<file path="config.mk">
export PLATFORM = sky130hd
export DESIGN_NAME = readout_sequencer
export DESIGN_NICKNAME = d
export VERILOG_FILES = /design/src/rtl/readout_sequencer.sv
export SDC_FILE = /design/constraint.sdc
export NUM_CORES = 1
export LEC_CHECK = 0
export ABC_CLOCK_PERIOD_IN_PS = 3300
export BUFFER_PORTS_ARGS = -buffer_cell sky130_fd_sc_hd__buf_2
export CORE_ASPECT_RATIO = 0.75
export CORE_MARGIN = 4
export CORE_UTILIZATION = 30
export DETAILED_ROUTE_END_ITERATION = 12
export GPL_TIMING_DRIVEN = 0
export SKIP_LAST_GASP = 1
export SLEW_MARGIN = 20
export SYNTH_ARGS = -nofsm -noshare
export SYNTH_HDL_FRONTEND = slang
export SYNTH_SLANG_ARGS = --single-unit
</file>
<file path="constraint.sdc">
create_clock -name CLK -period 3.3 [get_ports CLK]
set_clock_uncertainty 0.05 [all_clocks]
set_input_delay 0.165 -clock CLK [delete_from_list [all_inputs] [get_ports CLK]]
set_output_delay 0.165 -clock CLK [all_outputs]
set_load 0.03 [all_outputs]
</file>
<file path="src/rtl/readout_sequencer.sv">
// Event-level readout controller: arms a bank of digitizer channels, broadcasts the trigger,
// then reads each enabled channel in turn into one framed stream (header word + samples).
module readout_sequencer #(
    parameter int NCHAN      = 4,
    parameter int SIZE       = 8,
    parameter int WIDTH      = 12,
    parameter int RD_LATENCY = 2
) (
    input  logic                   CLK,
    input  logic                   RESET,
    input  logic                   arm,
    input  logic                   trigger,
    input  logic [NCHAN-1:0]       chan_mask,
    input  logic [SIZE-1:0]        howmany,
    input  logic [SIZE-1:0]        offset,
    input  logic [SIZE-1:0]        holdoff,
    input  logic                   out_ready,
    input  logic [NCHAN*WIDTH-1:0] ch_dout,
    output logic                   ch_davail,
    output logic                   ch_trigger,
    output logic [NCHAN-1:0]       ch_rd_request,
    output logic [SIZE-1:0]        ch_howmany,
    output logic [SIZE-1:0]        ch_offset,
    output logic [WIDTH-1:0]       dout,
    output logic                   dout_valid,
    output logic                   dout_last,
    output logic                   busy,
    output logic                   missed_trig,
    output logic [15:0]            evt_count,
    output logic [2:0]             dbg_state
);

    typedef enum logic [2:0] {
        S_IDLE, S_ARMED, S_HOLDOFF, S_SCAN, S_HEADER, S_REQ, S_STREAM, S_DONE
    } state_t;

    localparam int IDX_W = $clog2(NCHAN + 1);
    localparam int LAT_W = $clog2(RD_LATENCY + 1);

    state_t            state;
    logic [NCHAN-1:0]  mask_q;
    logic [SIZE-1:0]   hold_cnt;
    logic [SIZE-1:0]   word_cnt;
    logic [IDX_W-1:0]  idx;
    logic [LAT_W-1:0]  lat_cnt;

    logic              found;
    logic [IDX_W-1:0]  next_idx;
    logic              more_after;
    logic [WIDTH-1:0]  sel_data;
    logic [WIDTH-1:0]  header_word;

    assign dbg_state = state;

    // Lowest enabled channel at or above idx, whether any enabled channel lies beyond idx,
    // and the data bus of the channel currently being streamed.
    always_comb begin
        found      = 1'b0;
        next_idx   = '0;
        more_after = 1'b0;
        sel_data   = '0;
        for (int i = NCHAN - 1; i >= 0; i--) begin
            if (mask_q[i] && (i >= int'(idx))) begin
                found    = 1'b1;
                next_idx = IDX_W'(i);
            end
            if (mask_q[i] && (i > int'(idx)))
                more_after = 1'b1;
            if (int'(idx) == i)
                sel_data = ch_dout[i*WIDTH +: WIDTH];
        end
        header_word        = '0;
        header_word[11:0]  = {4'hA, 4'(idx), evt_count[3:0]};
    end

    // Handshake: out_ready is sampled only while a header is pending; a channel block, once
    // requested, streams without stalling and dout_valid marks every word it produces.
    always_ff @(posedge CLK or posedge RESET) begin
        if (RESET) begin
            state         <= S_IDLE;
            mask_q        <= '0;
            hold_cnt      <= '0;
            word_cnt      <= '0;
            idx           <= '0;
            lat_cnt       <= '0;
            ch_davail     <= 1'b0;
            ch_trigger    <= 1'b0;
            ch_rd_request <= '0;
            ch_howmany    <= '0;
            ch_offset     <= '0;
            dout          <= '0;
            dout_valid    <= 1'b0;
            dout_last     <= 1'b0;
            busy          <= 1'b0;
            missed_trig   <= 1'b0;
            evt_count     <= '0;
        end else begin
            ch_trigger    <= 1'b0;
            ch_rd_request <= '0;
            dout_valid    <= 1'b0;
            dout_last     <= 1'b0;
            missed_trig   <= trigger && busy;
            case (state)
                S_IDLE: begin
                    if (arm) begin
                        state     <= S_ARMED;
                        ch_davail <= 1'b1;
                    end
                end
                S_ARMED: begin
                    if (trigger) begin
                        state      <= S_HOLDOFF;
                        busy       <= 1'b1;
                        ch_trigger <= 1'b1;
                        mask_q     <= chan_mask;
                        ch_howmany <= howmany;
                        ch_offset  <= offset;
                        hold_cnt   <= holdoff;
                        idx        <= '0;
                    end
                end
                S_HOLDOFF: begin
                    if (hold_cnt == '0) begin
                        state     <= S_SCAN;
                        ch_davail <= 1'b0;
                    end else begin
                        hold_cnt <= hold_cnt - 1'b1;
                    end
                end
                S_SCAN: begin
                    if (found && (ch_howmany != '0)) begin
                        idx   <= next_idx;
                        state <= S_HEADER;
                    end else begin
                        state <= S_DONE;
                    end
                end
                S_HEADER: begin
                    if (out_ready) begin
                        dout          <= header_word;
                        dout_valid    <= 1'b1;
                        ch_rd_request <= NCHAN'(1) << idx;
                        state         <= S_REQ;
                    end
                end
                S_REQ: begin
                    lat_cnt  <= LAT_W'(1);
                    word_cnt <= '0;
                    state    <= S_STREAM;
                end
                S_STREAM: begin
                    if (lat_cnt >= LAT_W'(RD_LATENCY)) begin
                        dout       <= sel_data;
                        dout_valid <= 1'b1;
                        if (word_cnt == ch_howmany - 1'b1) begin
                            dout_last <= !more_after;
                            idx       <= idx + 1'b1;
                            state     <= S_SCAN;
                        end else begin
                            word_cnt <= word_cnt + 1'b1;
                        end
                    end else begin
                        lat_cnt <= lat_cnt + 1'b1;
                    end
                end
                S_DONE: begin
                    evt_count <= evt_count + 1'b1;
                    busy      <= 1'b0;
                    state     <= S_IDLE;
                end
                default: state <= S_IDLE;
            endcase
        end
    end

endmodule

</file>
# --- Yosys cells after proc, flatten, opt, wreduce, memory -nomap -nowiden ---
# Cells that the tools add are included.
totals:
  ff_bits: 82
  latchBits: 0
  ramBits: 0
  romBits: 0
  output_inout_bits: 57
  n_memories: 0
classes:
  add_sub_neg: 6
  multipliers: 0
  n_div: 0
  magnitude_cmp: 8
  n_eq_ne: 21
  n_shift: 1
  muxes: 54
  n_bitwise: 0
  n_reduce_logical: 29
op_table:
  columns: ["cell", "n"]
  rows:
  - ["$mux 12", 6]
  - ["$mux 3", 13]
  - ["$mux 8", 4]
  - ["$pmux 8 s2", 2]
  - ["$pmux 12 s2", 1]
  - ["$pmux 3 s8", 1]
  - ["$ne 2x2->1 const B", 10]
  - ["$eq 3x3->1 const B", 6]
  - ["$mux 1", 17]
  - ["$add 16x1->16 const B", 1]
  - ["$sub 8x1->8 const B", 2]
  - ["$reduce_and 3->1", 4]
  - ["$reduce_bool 2->1", 5]
  - ["$eq 3x2->1 const B", 3]
  - ["$logic_and 1x1->1", 9]
  - ["$pmux 3 s3", 1]
  - ["$add 8x1->8 const B", 1]
  - ["$eq 8x8->1", 1]
  - ["$logic_not 8->1", 1]
  - ["$mux 4", 2]
  - ["$reduce_bool 8->1", 1]
  - ["$ge 1x3->1 const A", 2]
  - ["$ge 2x3->1 const A", 2]
  - ["$gt 2x3->1 const A", 2]
  - ["15 further kinds", 22]

# --- Depth between registers and ports, before layout ---
logic_depth:
  word_depth: 9
  ltp_mapped: 11
  ltp_nobuf: 8

# --- Least setup slack after synthesis ---
# OpenSTA, ideal clock, no wires.
synth_timing:
  path_kind: "register to register"
  start: "register ch_howmany[0]"
  end: "register word_cnt[6]"
  setup_time_ps: 78
  arrival_time_ps: 2489
  t_required_ps: 3172
  slack_ps: 683
  stages_incl_launch_ff: 12
  synth_period_minus_slack_ps: 2617
  path_cell_list: "dfrtp_1 -> clkbuf_1 -> inv_1 -> ha_1 -> and2_1 -> o21a_1 -> o31a_1 -> a211oi_2 -> buf_4 -> buf_2 -> o21ai_0 -> a21oi_1"
synth_between:
  elab_chain_cells: 4
synth_rtl:
  columns: ["element", "line_no", "text"]
  rows:
  - ["start, declared", "22", "output logic [SIZE-1:0] ch_howmany,"]
  - ["start signal, assigned", "116", "ch_howmany <= howmany;"]
  - ["$sub 8x1->8", "155", "if (word_cnt == ch_howmany - 1'b1) begin"]
  - ["$eq 8x8->1", "155", null]
  - ["$ne 2x2->1 (no source line)", null, null]
  - ["$reduce_and 3->1 (no source line)", null, null]
  - ["end signal, assigned", "160", "word_cnt <= word_cnt + 1'b1;"]
  - ["end, declared", "43", "logic [SIZE-1:0] word_cnt;"]
# No other way between the ends.
# A chain may end at the register's enable or synchronous reset.

# --- Final worst setup path ---
layout_timing:
  start: "register ch_howmany[0]"
  end: "register dout_last"
layout_between:
  elab_chain_cells: 5
layout_rtl:
  columns: ["element", "line_no", "text"]
  rows:
  - ["$sub 8x1->8", "155", null]
  - ["$eq 8x8->1", "155", null]
  - ["$mux 1", "155", null]
  - ["$mux 1", "152", "if (lat_cnt >= LAT_W'(RD_LATENCY)) begin"]
  - ["$mux 1", "103", "case (state)"]
  - ["end signal, assigned", "156", "dout_last <= !more_after;"]
  - ["end, declared", "26", "output logic dout_last,"]
# No other way between the ends.

==> metrics <==
Netlist cell types=61; Synth Instances=490; worst path arrival time=3.17 ns; worst-margin pin slew=0.714 ns; IO Count=138; Synth Warn #=0; final net count=753; DP Area=5520 sq um; vias per inst=5.13; syn_nets=583; Area growth, synth to finish=32.7%; final antenna-violating net count=0; Peak Freq=337 MHz; post-CTS sizing=0; reg2reg setup slack=0.33 ns; CP required=3.50 ns; HPWL after DPL=10500 um; Final Total Pwr=5.27 mW; Post-synth top cells=dfrtp_1, nand2_1, nor2_1; Worst-path clk slew=0.07 ns; clock sink count=82; static leakage=2.76 nW; crit path max fanout=10; Yosys top cell area share=45.1%; DRT Wirelength=13900 um; count leader, synth=dfrtp_1; grt ovf=0; Vias=4440; Syn Area/Cell=9.29 sq um; layout cells sized above 1=28.9%; Top FF cell, synth=dfrtp_1; largest net degree at the start of global routing=50; CTS tree=built; gpl congestion=0.879; Max Cap Viol=0; Hold Slack=0.0359 ns; slew margin rel.=52.0%; status=finished clean; WL/cell=16.1 um; drt pass-1 iters=5; CTS max path bufs=2; CTS H-tree lvls=3; Critical R2R Capture=dout_last; VDD IR max=0.000359 V; Hold Crit Class=input pin to register; startpoint types=register; CTS Buf Count=9; Cell Pwr Density=872 nW/um^2; Seq cells post-synth=82; CP Capture Type=register; RSZ-0062 raised after global routing=false; fraction of registers with async set/reset=100%; drt drc=0; Post-CTS Repair Setup Buffers=0; antenna cell count=0; Iteration-0 DRC Markers=282; hold-fix buffers at CTS=21; first-pass GRT wire length=22400 um; sequential cell area fraction in the yosys report=45.1%; Setup Crit Path Kind=register to register; most area-hungry cell type in the Yosys netlist=dfrtp_1; die area=17200 sq um; hold path cells=2; port bufs=137; Slew Viols, Final=0; # setup viols final=0; vias in the first global route=4369; final hold vios=0; EDFF count, synth=0; Initial Util=31.1%; Tmin final=2.97 ns; chip height=115 um; initial antenna violation count=1; Filler cells=1487; Final Cell Area=6040 sq um; Worst-Skew Late Latency=0.35 ns; Synth area leaders=dfrtp_1, mux2_2, nand2_1, a21oi_1, nor2_1; final period utilization=89.9%; Hold Crit Start=holdoff[0]; FF-to-FF path depth=10; clock root buffer=clkbuf_16; GRT Util Overall=16.5%; worst hold endpoint=hold_cnt[0]; core area=14600 sq um; Die Wd=150 um; mapped cell area=4550 sq um; reg2reg start=ch_howmany[0]; FP Rows=38
[layout make-up]
cell class | instances | area (sq um) | area share, %
timing repair buffer | 159 | 923 | 15.3
clock inverter | 7 | 86.3 | 1.43
inverter | 16 | 62.6 | 1.04
multi-input combinational | 368 | 2330 | 38.6
tap | 200 | 250 | 4.14
clock buffer | 9 | 225 | 3.73
sequential | 82 | 2050 | 34.0
buffer | 24 | 105 | 1.74
[worst max-delay path, stage by stage, from the launching register on]
cell	delay [ns]
dfrtp_1	0.34
clkbuf_1	0.28
inv_1	0.13
ha_1	0.32
and2_1	0.20
o21a_1	0.18
o31a_1	0.25
a211oi_2	0.35
buf_4	0.26
buf_2	0.23
nor3b_1	0.26
[power by group]
part / internal, mW / leakage (nW) / switching (mW)
Sequential: 1.34 / 1.04 / 0.365
Combinational: 0.894 / 1.57 / 1.61
Clock: 0.601 / 0.154 / 0.463
[state kept, by name, indices dropped and copies added, names as in the netlist]
name / flops
ch_trigger: 1
dout_valid: 1
dout: 12
ch_offset: 8
ch_howmany: 8
dout_last: 1
word_cnt: 8
ch_rd_request: 4
lat_cnt: 2
evt_count: 16
mask_q: 4
dbg_state: 3
ch_davail: 1
missed_trig: 1
busy: 1
hold_cnt: 8
idx: 3
[how the worst max path moves through the flow]
| stage | startpoint | end | slack, ns | cells after the start |
|---|---|---|---|---|
| detailed placement | ch_howmany[0] | dout_last | 0.34 | 10 |
| global route | ch_howmany[0] | dout_last | 0.11 | 10 |
| CTS | ch_howmany[0] | dout_last | 0.31 | 10 |
| global placement | RESET | evt_count[14] | -0.17 | 2 |
| floorplan | ch_howmany[0] | word_cnt[6] | 0.68 | 11 |
| finish | ch_howmany[0] | dout_last | 0.33 | 10 |
[kinds of logic (layout without fill, tap and decap cells)]
| logic type | count (synthesis) | after routing | synth area share, % |
|---|---|---|---|
| AND/OR/NAND/NOR | 185 | 185 | 20.0 |
| AO/OA/AOI/OAI | 127 | 127 | 18.4 |
| XOR/XNOR | 23 | 23 | 4.43 |
| multiplexers | 21 | 21 | 5.17 |
| adder cells (fa/ha/maj) | 12 | 12 | 3.30 |
| flip-flops | 82 | 82 | 45.1 |
| buffers and inverters | 40 | 215 | 3.63 |
[cells in the final DEF, fill, tap and decap left out, types with 4 or more instances in the layout]
cell,Yosys,routed
a211oi_1,11,11
a21oi_1,34,34
a311oi_1,11,11
and2_1,6,6
buf_2,3,140
clkbuf_1,17,17
clkbuf_16,0,9
dfrtp_1,82,82
dlygate4sd3_1,0,21
ha_1,12,12
inv_1,16,15
mux2_2,20,20
nand2_1,54,54
nand2b_1,4,4
nand3_1,30,30
nand4_1,6,6
nor2_1,43,43
nor2b_1,5,5
nor3_1,9,9
o211ai_1,4,4
o21ai_0,28,28
o31ai_1,11,11
or3_1,6,6
xnor2_1,16,16
xor2_1,7,7
[per-layer routing]
metal	part of all wire, %	vias to the layer above	track usage, %	routed length, um
met3	6.9	23	3.96	965
met1	46	2130	22.1	6470
met5	0.093	-	0	13
met2	45	176	26.2	6230
li1	-	2109	-	-
met4	1.9	2	5.67	270
[stage by stage]
| step | utilization [%] | worst slack (ns) | cells | setup TNS, ns |
|---|---|---|---|---|
| CTS | 41.2 | 0.314 | 865 | 0 |
| global route | 41.2 | 0.112 | 865 | 0 |
| finish | 41.2 | 0.332 | 865 | 0 |
| detailed placement | 37.7 | 0.344 | 828 | 0 |
| global placement | 37.5 | -0.169 | 827 | -13.24 |
| floorplan | - | 0.683 | 490 | 0 |
Note: power is estimated with default switching activity, not from simulation.
